$ cat src/rtl/cw_il_pkg.sv
// Shared constants and types for the codeword block interleaver.
package cw_il_pkg;

    localparam int unsigned N     = 24;
    localparam int unsigned K     = 16;
    localparam int unsigned B     = 3;
    localparam int unsigned COL_W = $clog2(N);

    typedef logic [0:N-1] cw_t;

    // Row counter width for a bank of the given depth.
    function automatic int unsigned row_w(input int unsigned depth);
        return (depth < 2) ? 1 : $clog2(depth);
    endfunction

endpackage

$ cat src/rtl/cw_il_bank.sv
// One DEPTH x N interleaver bank: row-wide write port, single-bit (row, col) read port.
// With INTERLEAVER_FLUSH_EN a per-row written mask makes unwritten rows read as zero.
module cw_il_bank
    import cw_il_pkg::*;
#(
    parameter int unsigned DEPTH = 4,
    parameter int unsigned ROW_W = row_w(DEPTH)
) (
    input  logic             clk,
`ifdef INTERLEAVER_FLUSH_EN
    input  logic             rst_n,
`endif
    input  logic             i_wr_en,
    input  logic [ROW_W-1:0] i_wr_row,
    input  logic [0:N-1]     i_wr_cw,
    input  logic [ROW_W-1:0] i_rd_row,
    input  logic [COL_W-1:0] i_rd_col,
    output logic             o_rd_bit_c
);

    logic [0:N-1] r_mem [DEPTH];

    // Codeword storage; deliberately not reset.
    always_ff @(posedge clk) begin
        if (i_wr_en) begin
            r_mem[i_wr_row] <= i_wr_cw;
        end
    end

`ifdef INTERLEAVER_FLUSH_EN
    logic [DEPTH-1:0] r_mask;

    // Written-row mask; a row-0 write starts a new fill and forgets older rows.
    always_ff @(posedge clk or negedge rst_n) begin
        if (!rst_n) begin
            r_mask <= '0;
        end else if (i_wr_en) begin
            if (i_wr_row == '0) begin
                r_mask <= DEPTH'(1);
            end else begin
                r_mask[i_wr_row] <= 1'b1;
            end
        end
    end

    assign o_rd_bit_c = r_mask[i_rd_row] & r_mem[i_rd_row][i_rd_col];
`else
    assign o_rd_bit_c = r_mem[i_rd_row][i_rd_col];
`endif

endmodule

$ cat src/rtl/cw_interleaver.sv
// Ping-pong block interleaver: codewords fill a bank row by row, full banks drain
// one bit per transfer column-major. Optional INTERLEAVER_FLUSH_EN adds a flush
// input that closes a partially filled bank (missing rows read as zero).
module cw_interleaver
    import cw_il_pkg::*;
#(
    parameter int unsigned DEPTH = 4
) (
    input  logic         clk,
    input  logic         rst_n,
    input  logic [0:N-1] in_cw,
    input  logic         in_valid,
    output logic         in_ready,
    output logic         out_bit,
    output logic         out_valid,
    input  logic         out_ready,
    output logic         out_sof
`ifdef INTERLEAVER_FLUSH_EN
    ,
    input  logic         flush
`endif
);

    localparam int unsigned ROW_W = row_w(DEPTH);
    localparam logic [ROW_W-1:0] ROW_LAST = ROW_W'(DEPTH - 1);
    localparam logic [COL_W-1:0] COL_LAST = COL_W'(N - 1);

    if ((DEPTH < 2) || (DEPTH > 16) || (K >= N) || (B == 0)) begin : g_param_check
        $error("cw_interleaver: unsupported configuration");
    end

    logic [1:0]       r_full;
    logic             r_wr_bank;
    logic [ROW_W-1:0] r_wr_row;
    logic             r_rd_bank;
    logic [ROW_W-1:0] r_rd_row;
    logic [COL_W-1:0] r_rd_col;
    logic             r_in_ready;
    logic             r_out_valid;
    logic             r_out_bit;
    logic             r_out_sof;

    logic [1:0]       w_full_nxt;
    logic             w_wr_bank_nxt;
    logic [ROW_W-1:0] w_wr_row_nxt;
    logic             w_rd_bank_nxt;
    logic [ROW_W-1:0] w_rd_row_nxt;
    logic [COL_W-1:0] w_rd_col_nxt;
    logic             w_close;
    logic             w_accept;
    logic             w_xfer;
    logic [1:0]       w_bank_bit;
    logic             w_bypass;
    logic             w_valid_nxt;
    logic             w_bit_nxt;

    assign w_accept = in_valid && r_in_ready;
    assign w_xfer   = r_out_valid && out_ready;

    // Next state of write pointer, read pointer and bank full flags.
    always_comb begin
        w_full_nxt    = r_full;
        w_wr_bank_nxt = r_wr_bank;
        w_wr_row_nxt  = r_wr_row;
        w_rd_bank_nxt = r_rd_bank;
        w_rd_row_nxt  = r_rd_row;
        w_rd_col_nxt  = r_rd_col;
        w_close       = w_accept && (r_wr_row == ROW_LAST);
`ifdef INTERLEAVER_FLUSH_EN
        // Flush counts the same-cycle write, so it closes any non-empty bank.
        w_close       = w_close || (flush && (w_accept || (r_wr_row != '0)));
`endif

        if (w_accept) begin
            w_wr_row_nxt = r_wr_row + ROW_W'(1);
        end
        if (w_close) begin
            w_full_nxt[r_wr_bank] = 1'b1;
            w_wr_bank_nxt         = ~r_wr_bank;
            w_wr_row_nxt          = '0;
        end

        // Write side only targets a non-full bank, read side only a full one.
        if (w_xfer) begin
            if (r_rd_row == ROW_LAST) begin
                w_rd_row_nxt = '0;
                if (r_rd_col == COL_LAST) begin
                    w_rd_col_nxt          = '0;
                    w_full_nxt[r_rd_bank] = 1'b0;
                    w_rd_bank_nxt         = ~r_rd_bank;
                end else begin
                    w_rd_col_nxt = r_rd_col + COL_W'(1);
                end
            end else begin
                w_rd_row_nxt = r_rd_row + ROW_W'(1);
            end
        end
    end

    for (genvar b = 0; b < 2; b++) begin : g_bank
        cw_il_bank #(
            .DEPTH (DEPTH),
            .ROW_W (ROW_W)
        ) u_bank (
            .clk        (clk),
`ifdef INTERLEAVER_FLUSH_EN
            .rst_n      (rst_n),
`endif
            .i_wr_en    (w_accept && (r_wr_bank == 1'(b))),
            .i_wr_row   (r_wr_row),
            .i_wr_cw    (in_cw),
            .i_rd_row   (w_rd_row_nxt),
            .i_rd_col   (w_rd_col_nxt),
            .o_rd_bit_c (w_bank_bit[b])
        );
    end

    // Look up the bit at the next read address; a row landing this cycle is forwarded.
    always_comb begin
        w_bypass    = w_accept && (r_wr_bank == w_rd_bank_nxt) && (r_wr_row == w_rd_row_nxt);
        w_valid_nxt = w_full_nxt[w_rd_bank_nxt];
        w_bit_nxt   = w_bypass ? in_cw[w_rd_col_nxt] : w_bank_bit[w_rd_bank_nxt];
    end

    // State and registered outputs.
    always_ff @(posedge clk or negedge rst_n) begin
        if (!rst_n) begin
            r_full      <= '0;
            r_wr_bank   <= 1'b0;
            r_wr_row    <= '0;
            r_rd_bank   <= 1'b0;
            r_rd_row    <= '0;
            r_rd_col    <= '0;
            r_in_ready  <= 1'b1;
            r_out_valid <= 1'b0;
            r_out_bit   <= 1'b0;
            r_out_sof   <= 1'b0;
        end else begin
            r_full      <= w_full_nxt;
            r_wr_bank   <= w_wr_bank_nxt;
            r_wr_row    <= w_wr_row_nxt;
            r_rd_bank   <= w_rd_bank_nxt;
            r_rd_row    <= w_rd_row_nxt;
            r_rd_col    <= w_rd_col_nxt;
            r_in_ready  <= !w_full_nxt[w_wr_bank_nxt];
            r_out_valid <= w_valid_nxt;
            r_out_bit   <= w_valid_nxt && w_bit_nxt;
            r_out_sof   <= w_valid_nxt && (w_rd_row_nxt == '0) && (w_rd_col_nxt == '0);
        end
    end

    assign in_ready  = r_in_ready;
    assign out_valid = r_out_valid;
    assign out_bit   = r_out_bit;
    assign out_sof   = r_out_sof;

endmodule

$ cat config.mk
export PLATFORM = sky130hd
export DESIGN_NAME = cw_interleaver
export DESIGN_NICKNAME = d
export VERILOG_FILES = /design/src/rtl/cw_il_pkg.sv /design/src/rtl/cw_il_bank.sv /design/src/rtl/cw_interleaver.sv
export SDC_FILE = /design/constraint.sdc
export NUM_CORES = 1
export LEC_CHECK = 0
export CAP_MARGIN = 40
export CELL_PAD_IN_SITES_DETAIL_PLACEMENT = 1
export CELL_PAD_IN_SITES_GLOBAL_PLACEMENT = 2
export CORE_MARGIN = 1
export CORE_UTILIZATION = 29
export CTS_CLUSTER_SIZE = 28
export DETAILED_ROUTE_END_ITERATION = 8
export PLACE_DENSITY = 0.6
export SLEW_MARGIN = 5
export SYNTH_ARGS = -nofsm -noshare
export SYNTH_HDL_FRONTEND = slang
export SYNTH_SLANG_ARGS = --single-unit
$ cat constraint.sdc
create_clock -name clk -period 4 [get_ports clk]
set_input_delay 0.4 -clock clk [delete_from_list [all_inputs] [get_ports clk]]
set_output_delay 0.4 -clock clk [all_outputs]
set_load 0.03 [all_outputs]
After elaboration in Yosys (flattened, before gate mapping)
Memories as Yosys holds them, arrays and structs flattened.
Cells that the tools add are included.
{"block": "word_totals", "ff_bits": 17, "mem_count": 2, "latchBits": 0, "rom_bits": 0, "ramBits": 192, "in_bits": 28}
{"block": "classes", "shift": 0, "eq_ne": 5, "n_addsub": 3, "order_cmp": 7, "n_reduce_logical": 16, "muxes": 39, "div_mod_pow": 0, "n_bitwise": 6, "mul": 0}
{"name": "g_bank[0].u_bank.r_mem", "words": 4, "word_bits": 24, "read_ports": 1, "rd_clocked_by_memory_dff": 0, "wr": 1, "line": "cw_il_bank.sv:21", "source": "logic [0:N-1] r_mem [DEPTH];"}
{"name": "g_bank[1].u_bank.r_mem", "words": 4, "word_bits": 24, "read_ports": 1, "rd_clocked_by_memory_dff": 0, "wr": 1, "line": "cw_il_bank.sv:21"}
{"operator": "2-to-1 mux 1 bit", "count": 23}
{"operator": "2-to-1 mux 2 bit", "count": 8}
{"operator": "binary-select mux 1 bit (select 5 bit)", "count": 3}
{"operator": "2-to-1 mux 5 bit", "count": 3}
{"operator": "logical AND 1 bit", "count": 12}
{"operator": "less-than comparator 1 x 2 -> 1 bit (second input constant)", "count": 4}
{"operator": "greater-or-equal comparator 6 bit (second input constant)", "count": 1}
{"operator": "NOT 5 -> 6 bit", "count": 1}
{"operator": "adder 5 x 1 -> 5 bit (second input constant)", "count": 1}
{"operator": "== test 5 bit (second input constant)", "count": 1}
{"operator": "zero test 5 bit", "count": 1}
{"operator": "adder 2 x 1 -> 2 bit (second input constant)", "count": 2}
{"operator": "== test 2 bit (second input constant)", "count": 2}
{"operator": "bitwise AND 2 bit", "count": 1}
{"operator": "demux 1 bit (select 1 bit)", "count": 2}
{"operator": "== test 2 bit", "count": 1}
{"operator": "greater-or-equal comparator 1 bit (second input constant)", "count": 2}
{"operator": "zero test 2 bit", "count": 1}
{"operator": "NOT 1 bit", "count": 2}
{"operator": "NOT 2 bit", "count": 1}
{"operator": "OR 2 bit", "count": 1}
{"operator": "nonzero test 2 bit", "count": 1}
{"operator": "== test 1 bit", "count": 1}
{"operator": "zero test 1 bit", "count": 1}

Longest topological paths before layout
Gate-level depths: netlist (run 1).
{"block": "logic_depth", "depth_word": 14, "ltp_mapped": 13, "mapped_depth_nobuf": 11}

Cells and area by module
Synthesis (run 1) repeated with hierarchy kept, for this count alone.
{"block": "unflattened", "cells_unflattened": 489, "area_unflattened_um2": 8874.8}
{"mod": "cw_il_bank (g_bank[0].u_bank)", "instances": 1, "cells_per_inst": 183, "seq_area_each_um2": 2882.8, "area_per_inst_um2": 3870.0}
{"mod": "cw_il_bank (g_bank[1].u_bank)", "instances": 1, "cells_per_inst": 183, "seq_area_each_um2": 2882.8, "area_per_inst_um2": 3826.2}
{"mod": "cw_interleaver", "instances": 1, "cells_per_inst": 123, "seq_area_each_um2": 426.7, "area_per_inst_um2": 1178.6}

Worst setup path before layout (run 1)
OpenSTA, ideal clock, no wires.
{"block": "synth_path", "path_kind": "reg-to-reg", "startpoint": "register r_in_ready (netlist: in_ready)", "endpoint": "register r_out_bit (netlist: out_bit)", "arrival_time_ns": 2.731, "period_less_slack_ns": 2.813, "path_slack_ns": 1.187, "path_buffers": 1, "stages_incl_launch_ff": 10, "setup_time_ns": 0.082, "path_cell_list": "dfstp_2 > and2_1 > clkbuf_1 > nand2_1 > nor2_1 > nor2_1 > nand2_1 > nand2_1 > a41o_1 > a31oi_1"}
{"block": "synth_between", "elab_chain_cells": 10, "elab_cells_between_ends": 13, "cone_classes": "7 x mux; 1 x bitwise; 5 x reduce/logical"}
{"item": "start, declared", "line": "cw_interleaver.sv:38", "source": "logic r_in_ready;"}
{"item": "start signal, assigned", "line": "cw_interleaver.sv:145", "source": "r_in_ready <= !w_full_nxt[w_wr_bank_nxt];"}
{"item": "logical AND 1 bit *", "line": "cw_interleaver.sv:57", "source": "assign w_accept = in_valid && r_in_ready;"}
{"item": "logical AND 1 bit", "line": "cw_interleaver.sv:68", "source": "w_close = w_accept && (r_wr_row == ROW_LAST);"}
{"item": "2-to-1 mux 2 bit", "line": "cw_interleaver.sv:77", "source": "if (w_close) begin"}
{"item": "bitwise AND 2 bit (no source line)"}
{"item": "2-to-1 mux 2 bit", "line": "cw_interleaver.sv:87", "source": "if (r_rd_col == COL_LAST) begin"}
{"item": "2-to-1 mux 2 bit", "line": "cw_interleaver.sv:85", "source": "if (r_rd_row == ROW_LAST) begin"}
{"item": "2-to-1 mux 2 bit", "line": "cw_interleaver.sv:84", "source": "if (w_xfer) begin"}
{"item": "2-to-1 mux 1 bit (not written as such) (2 in series)", "line": "cw_interleaver.sv:121", "source": "w_valid_nxt = w_full_nxt[w_rd_bank_nxt];"}
{"item": "logical AND 1 bit *", "line": "cw_interleaver.sv:147", "source": "r_out_bit <= w_valid_nxt && w_bit_nxt;"}
{"item": "end signal, assigned", "line": "cw_interleaver.sv:147"}
{"item": "end, declared", "line": "cw_interleaver.sv:40", "source": "logic r_out_bit;"}
Every way passes the cells marked *; elsewhere a longest branch is shown, timed or not. The select of a mux whose other input is x is not followed.
A chain may end at the register's enable or synchronous reset.

Worst setup path after layout (run 1)
{"block": "layout_path", "startpoint": "register r_rd_row[1]", "endpoint": "register r_out_bit (netlist: out_bit)"}
{"block": "layout_between", "elab_chain_cells": 11, "elab_cells_between_ends": 32, "cone_classes": "1 x add/sub; 3 x eq/ne; 22 x mux; 1 x bitwise; 3 x reduce/logical; 2 x memory"}
{"item": "start, declared", "line": "cw_interleaver.sv:36", "source": "logic [ROW_W-1:0] r_rd_row;"}
{"item": "start signal, assigned", "line": "cw_interleaver.sv:143", "source": "r_rd_row <= w_rd_row_nxt;"}
{"item": "adder 2 x 1 -> 2 bit or == test 2 bit (tied branches)", "line": "cw_interleaver.sv:95, cw_interleaver.sv:85"}
{"item": "2-to-1 mux 2 bit or 2-to-1 mux 5 bit (tied branches)", "line": "cw_interleaver.sv:85"}
{"item": "2-to-1 mux 2 bit or 2-to-1 mux 5 bit (tied branches)", "line": "cw_interleaver.sv:84"}
{"item": "memory (4 x 24 bit) or NOT 5 -> 6 bit (tied branches)"}
{"item": "binary-select mux 1 bit (select 5 bit)", "line": "cw_il_bank.sv:48", "source": "assign o_rd_bit_c = r_mem[i_rd_row][i_rd_col];"}
{"item": "2-to-1 mux 1 bit (not written as such) (2 in series)", "line": "cw_il_bank.sv:48"}
{"item": "2-to-1 mux 1 bit (not written as such) (2 in series)", "line": "cw_interleaver.sv:122", "source": "w_bit_nxt = w_bypass ? in_cw[w_rd_col_nxt] : w_bank_bit[w_rd_bank_nxt];"}
{"item": "2-to-1 mux 1 bit", "line": "cw_interleaver.sv:122"}
{"item": "logical AND 1 bit *", "line": "cw_interleaver.sv:147"}
Marked as above.

==> flow_summary.ini, run 1 <==
[worst_setup_path]
ff2ff_path_depth = 11
r2r_slack_ns = 0.80
crit_path_end = out_bit$_DFF_PN0_
end_kind = flip-flop
path_class = reg -> reg
cp-startpoint = r_rd_row[1]$_DFF_PN0_
startpoint_type = flip-flop
critPathMaxFanout = 28
cp.arrival_ns = 3.58
timing.rr.end = out_bit$_DFF_PN0_
worstPathRequired_ns = 4.38
rr_startpoint = r_rd_row[1]$_DFF_PN0_

[timing]
rsz0062_at_grt = no
fin_crit_ns = 3.20
hold_viol = 0
final.setup.worst_slack_ns = 0.802
max_slew.worst_pin.slew_ns = 0.642
period_share_pct = 80.0
fmax_mhz = 313
setup_violations = 0
finalClockSkew_ns = 0.0131
setup_tns_ns = 0
timing.slew.headroom_pct = 57.1
slew_viol_final = 0

[cts]
ctsResizeCount = 0
path_clk_slew_ns = 0.06
htreeDepth = 1
clock-sinks = 209
cts_hold_buf = 0
cts_tree = built
clock_latency_ns = 0.52
cts_buffers = 24
cts_max_path_buffers = 3
cts_setup_buffers = 0
cts_root_buf = clkbuf_16

[power]
p_total_uw = 7400
swShare_pct = 35.2
cellInternalPower_uw = 4790
p_sw_uw = 2610
cellLeakagePower_uw = 0.00346
comb_power_share_pct = 35.9
power.density_mw_per_mm2 = 726
ir_drop_mv = 0.321
p_seq_share_pct = 37.0
p_clk_share_pct = 27.0

[yosys]
synth_edf_count = 192
synth-seq-cells = 209
syn_inst = 556
synth_area_mm2 = 0.00869
ys.flop_type = edfxtp_1
yosysSeqAreaShare_pct = 71.3
synth_nets = 590
yosysWarnings = 0
syn_avg_cell_area_um2 = 15.6
ys_types = 51
async_reset_ff_share_pct = 8.13

[final_layout]
antennaDiodeCount = 0
syn_to_final_growth_pct = 17.3
layout_commonest_cell = edfxtp_1
nets = 637
layout-drive-gt1-share_pct = 13.9
final_cell_mix = edfxtp_1, nand2_1, clkdlybuf4s50_1
stdcell_count = 1009
fin_area_mm2 = 0.0102

[flow_run]
cap_violations = 0

[place]
placed_area_mm2 = 0.00948
hpwl_mm = 13.2
globalplace.congestion = 0.715
dp_slack_ns = 0.421
port_buffers = 31
dp_cells = 967

[hold_path]
hold_path.class = in -> async

[grt]
grt_max_degree = 47
gr-total-overflow = 0
grt_pass1_vias = 5474
antenna_found_initial = 0
grt_pass1_wl_mm = 34.5
grt_use_total_pct = 15.0

[outcome]
status = finished clean

[route]
route.detailed.drc = 0
avgRoutedWirePerCell_um = 22.0
drtIter0Drc = 248
ant_nets = 0
vias_per_cell = 4.88
first_pass_iters = 5
vias = 4927
routed_wl_mm = 22.2

[floorplan]
rows = 63
core_area_mm2 = 0.0296
die_h_um = 175
die_area_mm2 = 0.0307
die_w_um = 175
io_pins = 32
start_util_pct = 29.4
## power groups by stage
stage          clock, µW  sequential, µW  combinational, µW
2_1_floorplan          0            2780               1860
3_3_place_gp           0            2780               2700
3_5_place_dp           0            2790               2730
4_1_cts             2060            2750               2730
5_1_grt             2140            2770               2950
6_report            2000            2740               2660
## synth_stat cells (all sizes together) (2+ instances only)
library cell,n,area (µm²)
nand3,22,115
a21oi,6,30.0
o211ai,2,15.0
inv,12,50.1
nor2,14,68.8
o31ai,2,15.0
and2,5,31.3
dfrtp,16,400
a21boi,2,15.0
mux4,26,586
nor3,10,50.1
and3,22,138
nand4,4,25.0
nand2,104,390
edfxtp,192,5770
mux2i,24,256
xnor2,5,43.8
o21ai,8,40.0
a311oi,22,193
buf,20,144
a221oi,2,17.5
a31oi,6,37.5
ha,6,75.1
clkbuf,8,30.0
## logic make-up after synthesis
| kind of cell | count (synthesis) | synth area share, % |
|---|---|---|
| mux | 50 | 9.69 |
| fa+ha+maj | 6 | 0.864 |
| xor+xnor | 6 | 0.605 |
| simple gates | 188 | 10.1 |
| compound gates | 57 | 4.90 |
| flops | 209 | 71.3 |
| buf+inv | 40 | 2.58 |
## worst max-delay path, cell delays in order (launching register included)
cell,delay [ns]
dfrtp_1,0.41
ha_1,0.24
and4bb_4,0.36
nor2_8,0.06
inv_6,0.32
mux4_2,0.55
and3_1,0.20
a31oi_1,0.17
a311oi_1,0.15
a311o_1,0.30
o311ai_1,0.13
a31oi_1,0.15
## per-stage QoR
stage | hold WS (ns) | utilization, %
finish | 0.0776 | 34.5
global route | 0.0579 | 34.5
CTS | 0.0563 | 34.5
detailed placement | 0.524 | 32.1
global placement | 0.500 | 32.0
floorplan | 0.104 | -
## registers in the layout, summed over array words and instances, names as in the netlist
name,flops
g_bank.u_bank.r_mem,192
r_rd_col,5
r_full,2
r_rd_row,2
r_wr_row,2
in_ready,1
out_bit,1
out_sof,1
out_valid,1
r_rd_bank,1
r_wr_bank,1
## per-layer routing
metal | wire (µm) | track usage (%) | up-vias | part of all wire [%]
li1 | - | - | 2240 | -
met1 | 9670 | 19.7 | 2574 | 44
met2 | 11000 | 26.0 | 91 | 50
met3 | 1110 | 2.26 | 22 | 5.0
met4 | 367 | 3.44 | 0 | 1.7
met5 | 0 | 0 | - | 0
## final cells by class
type	count	area, µm²
flip-flops and latches	209	6190
multi-input cells	307	2280
clock inverters	12	88.8
inverters	12	50.0
repair buffers	49	465
fillers	3065	19400
well taps	390	488
clock buffers	30	623
## worst min-delay path by stage
stage,to,startpoint,cells past startpoint
after floorplan,out_bit$_DFF_PN0_,rst_n,0
after global placement,r_full[1]$_DFF_PN0_,r_rd_bank$_DFF_PN0_,1
after detailed placement,r_full[1]$_DFF_PN0_,r_rd_bank$_DFF_PN0_,1
after CTS,r_rd_row[1]$_DFF_PN0_,rst_n,1
after global routing,r_rd_row[1]$_DFF_PN0_,rst_n,1
final,r_rd_row[1]$_DFF_PN0_,rst_n,1
(Power assumes the default switching activity.)
==> inputs of run 2 (changes only) <==
--- a/config.mk
+++ b/config.mk
@@ -12,7 +12,7 @@
 export CORE_UTILIZATION = 29
 export CTS_CLUSTER_SIZE = 28
 export DETAILED_ROUTE_END_ITERATION = 8
-export PLACE_DENSITY = 0.6
+export PLACE_DENSITY = 0.62
 export SLEW_MARGIN = 5
 export SYNTH_ARGS = -nofsm -noshare
 export SYNTH_HDL_FRONTEND = slang
==> constraint.sdc (replaced) <==
create_clock -name clk -period 2.8 [get_ports clk]
set_input_delay 0.28 -clock clk [delete_from_list [all_inputs] [get_ports clk]]
set_output_delay 0.28 -clock clk [all_outputs]
set_load 0.03 [all_outputs]
==> flow_summary.ini, run 2 (synthesized netlist as in run 1, its figures left out) <==
[worst_setup_path]
startpoint_type = flip-flop
path_class = reg -> reg
cp.arrival_ns = 3.18
end_kind = flip-flop
critPathMaxFanout = 8
ff2ff_path_depth = 11
timing.rr.end = out_bit$_DFF_PN0_
r2r_slack_ns = 0.02
rr_startpoint = r_rd_row[1]$_DFF_PN0_
worstPathRequired_ns = 3.19
crit_path_end = out_bit$_DFF_PN0_
cp-startpoint = r_rd_row[1]$_DFF_PN0_

[final_layout]
seq_area_mm2 = 0.00619
fillers = 3020
regMostFlops = g_bank.u_bank.r_mem
final_cell_mix = edfxtp_1, nand2_1, buf_4
largest_register_ffs = 192
layout_commonest_cell = edfxtp_1
stdcell_count = 1063
finalCoreUtilization_pct = 36.4
layout-drive-gt1-share_pct = 22.6
nets = 690
syn_to_final_growth_pct = 23.8
multi_input_area_mm2 = 0.00234
largestRegisters = g_bank.u_bank.r_mem: 192 flops, r_rd_col: 5 flops
antennaDiodeCount = 0

[grt]
antenna_found_initial = 0
gr-total-overflow = 0
grt_max_degree = 41
grt_pass1_vias = 5791
grt_pass1_wl_mm = 34.9
grt_use_total_pct = 15.2

[timing]
rsz0062_at_grt = yes
final.setup.worst_slack_ns = 0.0187
setup_tns_ns = 0
slew_viol_final = 0
fmax_mhz = 360
max_slew.worst_pin.slew_ns = 0.469
hold_viol = 0
finalClockSkew_ns = 0.00875
timing.slew.headroom_pct = 68.6
period_share_pct = 99.3
fin_crit_ns = 2.78
setup_violations = 0

[floorplan]
die_h_um = 175
core_area_mm2 = 0.0296
rows = 63
io_pins = 32
start_util_pct = 29.4
die_area_mm2 = 0.0307
die_w_um = 175

[cts]
clock-sinks = 209
htreeDepth = 1
cts_tree = built
clock_latency_ns = 0.52
path_clk_slew_ns = 0.06
cts_root_buf = clkbuf_16
cts_max_path_buffers = 3
cts_buffers = 24

[route]
ant_nets = 0
first_pass_iters = 6
drtIter0Drc = 283
route.detailed.drc = 0
avgRoutedWirePerCell_um = 21.2
vias_per_cell = 4.87
routed_wl_mm = 22.5
vias = 5180

[power]
power.density_mw_per_mm2 = 1060
swShare_pct = 34.7
p_clk_share_pct = 24.7
comb_power_share_pct = 41.0
cellInternalPower_uw = 7460
p_seq_share_pct = 34.3
cellLeakagePower_uw = 0.00376
p_sw_uw = 3960
ir_drop_mv = 0.526

[place]
dp_slack_ns = -0.478
port_buffers = 31
hpwl_mm = 14.4
dp_cells = 1016
globalplace.congestion = 0.796

[flow_run]
cap_violations = 0

[hold_path]
hold_path.class = in -> async

[outcome]
status = finished clean
[run 2: worst min-delay path by stage]
stage,startpoint,end,slack (ns),cells past startpoint
5_1_grt,rst_n,r_rd_row[0]$_DFF_PN0_,0.11,2
4_1_cts,rst_n,r_rd_row[1]$_DFF_PN0_,0.11,2
3_3_place_gp,r_rd_bank$_DFF_PN0_,r_full[1]$_DFF_PN0_,0.51,1
6_report,rst_n,r_wr_row[0]$_DFFE_PN0P_,0.11,2
2_1_floorplan,rst_n,out_bit$_DFF_PN0_,-0.02,0
3_5_place_dp,r_rd_bank$_DFF_PN0_,r_full[1]$_DFF_PN0_,0.52,1
[run 2: layer usage]
metal	part of all wire [%]	GRT usage (%)	up-vias
met3	3.3	2.05	36
met4	2.6	4.35	0
met5	0	0	-
li1	-	-	2357
met1	45	19.6	2699
met2	50	26.7	88
[run 2: final cells by class]
type / count / share of cell area [%]
timing repair buffer: 101 / 8.88
clock buffer: 29 / 5.96
inverter: 12 / 0.558
sequential: 209 / 57.6
timing repair inverter: 1 / 0.0814
tap: 390 / 4.54
clock inverter: 14 / 0.617
multi-input combinational: 307 / 21.8
[run 2: stage by stage]
step,hold slack [ns],total power (µW),cell area (µm²)
after CTS,0.107,11500,10700
after global placement,0.509,8450,9920
final,0.115,11400,10800
after global routing,0.114,12000,10800
after detailed placement,0.518,8510,9930
after floorplan,-0.0156,6640,8690
[run 2: what timing repair did]
item	in CTS	in global routing
hold buffers	0	0
gates resized for setup	8	11
setup endpoints to repair	1	1
gates cloned	1	0
setup buffers	3	0
pin swaps	5	4
[run 2: critical path, cell delays in order (launching register included)]
cell and delay [ns]:
dfrtp_1 0.40, ha_2 0.19, and4bb_4 0.35, nor2_8 0.08, inv_12 0.11, mux4_2 0.51, and3_4 0.19, a31oi_1 0.13
a311oi_1 0.12, a311o_1 0.33, o311ai_4 0.11, a31oi_1 0.12
[run 2: power groups by stage]
stage / Combinational (µW) / Clock [µW] / Sequential [µW]
floorplan: 2660 / 0 / 3980
global placement: 4490 / 0 / 3960
detailed placement: 4530 / 0 / 3980
CTS: 4660 / 2910 / 3920
global route: 5090 / 3010 / 3950
finish: 4680 / 2820 / 3920
==> patch: new RTL, flow settings as in run 2 <==
`DEPTH` is set to 4 in 2 places; all go to 2.
--- a/src/rtl/cw_il_bank.sv
+++ b/src/rtl/cw_il_bank.sv
@@ -4,5 +4,5 @@
     import cw_il_pkg::*;
 #(
-    parameter int unsigned DEPTH = 4,
+    parameter int unsigned DEPTH = 2,
     parameter int unsigned ROW_W = row_w(DEPTH)
 ) (
--- a/src/rtl/cw_interleaver.sv
+++ b/src/rtl/cw_interleaver.sv
@@ -5,5 +5,5 @@
     import cw_il_pkg::*;
 #(
-    parameter int unsigned DEPTH = 4
+    parameter int unsigned DEPTH = 2
 ) (
     input  logic         clk,
Check against the original RTL: not equivalent (Yosys sat finds a counterexample within 4 cycles, from zero or initial values and one cycle with rst_n low).
==> patch against run 2 <==
  * Worst setup slack better by 0.16 ns
  * Routed wire length shrank 41%
  * Sequential power decreased by 46%
  * Design area shrank 44%
  * Non-clock buffer count is 33 lower
  * Critical path depth unchanged
  * Clock power fell by 51%
  * Cell count is 40% lower
  * Clock skew is 0.0013 ns lower
  * Power is 45% lower
  * Synthesized area down 43%
  * Sequential cell count fell by 98
  * First-iteration DRC count fell by 49%
  * Largest power group unchanged
==> patch: results (changes against run 2) <==
- Status: finished clean
- Global routing usage on met3: 2.42% (+0.38 points)
- Gate Count Post-Synth: 349 (-37%)
- GP Congestion: 0.765 (-3.9%)
- CTS H-tree depth: 3 (+2)
- Setup WS pre-CTS: -0.137 ns (+0.342 ns)
- # Post-CTS Setup Buffers: 0 (-3)
- Worst Reg-to-Reg Cells: 11 (unchanged)
- Worst rel slew slack: 52.6% (-16 points)
- Placed Area: 0.00569 mm^2 (-43%)
- Sequential element share of the synthesized area: 66.2% (-5.1 points)
- Nets: 438 (-37%)
- CP Max Fanout: 11 (+3)
- Crit-path leading delay family: compound AO/OA/AOI/OAI gates
- Syn_nets: 378 (-36%)
- Top flop regs: g_bank.u_bank.r_mem: 96 flops, r_rd_col: 5 flops, r_full: 2 flops
- Count of flip-flops with a built-in enable after synthesis: 96 (-50%)
- Largest net degree at the start of global routing: 26 (-37%)
- DR vias/cell: 5.11 (+4.8%)
- Vias in the first global route: 3481 (-40%)
- GR Util All Layers: 16.4% (+1.2 points)
- Max IR drop VDD: 0.000430 V (-18%)
- Yosys cell types: 56 (+9.8%)
- Ys Warns: 0 (unchanged)
- Worst Skew: 0.00748 ns (-0.00128 ns)
- MaxCap Viol Count: 0 (unchanged)
- Worst r2r src: r_rd_row$_DFF_PN0_
- Leak pwr: 2.09 nW (-44%)
- Synth top area cells: edfxtp_1 (59%), dfrtp_1 (7.1%), mux4_2 (3.2%), nand2_1 (2.7%), mux2i_1 (2.6%)
- Clock Latency Late Sink: 0.36 ns (-0.16 ns)
- TritonCTS Buffers: 9 (-63%)
- First-pass GRT wire length: 20.9 mm (-40%)
- Cells after DPL: 618 (-39%)
- Hold Crit Class: input port to asynchronous set/reset pin
- Antenna cells: 0 (unchanged)
- CP max stage cell: dfrtp_1
- Layout cells sized above 1: 18.6% (-4.0 points)
- Min Hold Slack: 0.344 ns (+0.229 ns)
- Detailed Route Iter0 Violations: 144 (-49%)
- GR Layer Usage met1: 21.6% (+2.1 points)
- Sw frac: 37.3% (+2.6 points)
- Commonest cells in the netlist: edfxtp_1 (96), nand2_1 (35), nand3_1 (15), dfrtp_1 (14)
- DR WL/cell: 21.2 um (-0.25%)
- CP Data Arrival Time: 2.90 ns (-0.28 ns)
- GR Layer Usage met2: 26.4% (-0.24 points)
- Crit path largest cell delay: 0.53 ns (+0.02 ns)
- Max clock buf depth: 2 (-1)
- Post-synthesis async set-or-reset flop share: 13.5% (+5.4 points)
- Via count: 3237 (-38%)
- Reg clk slew, reported paths: 0.08 ns (+0.02 ns)
- DP HPWL: 9.25 mm (-36%)
- DRT Pass-1 Iters: 4 (-2)
-- patch: worst register-to-register path: cells and delay by family, from the launching register on --
kind,cells,cell delay [ns]
AOI/OAI and AO/OA,5,0.87
DFF,1,0.53
buffers and inverters,3,0.45
and+or+nand+nor,2,0.37
xor gates and xnor gates,1,0.33
-- patch: logic make-up after synthesis --
group	synth area share, %
fa+ha+maj	0.254
flops	66.2
xor+xnor	1.04
mux	6.99
buf+inv	3.23
compound gates	10.8
simple gates	11.5
-- patch: power by group through the flow --
stage	sequential (mW)	clock, mW	combinational [mW]
finish	2.11	1.39	2.75
global route	2.14	1.49	2.98
CTS	2.11	1.44	2.77
floorplan	2.15	0	1.72
detailed placement	2.15	0	2.76
global placement	2.14	0	2.75
-- patch: worst max path at each step --
| stage | startpoint | endpoint | slack [ns] | depth (start not counted) |
|---|---|---|---|---|
| final | r_rd_row$_DFF_PN0_ | out_bit$_DFF_PN0_ | 0.18 | 11 |
| after detailed placement | out_ready | out_bit$_DFF_PN0_ | -0.14 | 12 |
| after floorplan | in_ready$_DFF_PN1_ | out_bit$_DFF_PN0_ | 0.01 | 8 |
| after global placement | out_ready | out_bit$_DFF_PN0_ | -0.11 | 12 |
| after global routing | r_rd_col[0]$_DFF_PN0_ | out_bit$_DFF_PN0_ | 0.02 | 10 |
| after CTS | r_rd_col[0]$_DFF_PN0_ | out_bit$_DFF_PN0_ | 0.15 | 11 |
-- patch: layout make-up --
class	instances	area (um^2)
Sequential cell	111	3260
Clock buffer	10	229
Tap cell	220	275
Timing Repair Buffer	68	601
Fill cell	1761	10600
Clock inverter	6	91.3
Inverter	7	33.8
Multi-Input combinational cell	212	1520
-- patch: what timing repair did --
item / CTS / global route
gates resized for setup: 0 / 1
setup endpoints to repair: 0 / 1
endpoints found under the hold margin: 0 / 0
-- patch: per-layer routing --
layer  wire length, um  share of wire, %  up-vias
li1                  -                 -     1495
met1              6350                47     1661
met2              6400                48       59
met3               345               2.6       22
met4               322               2.4        0
met5                 0                 0        -
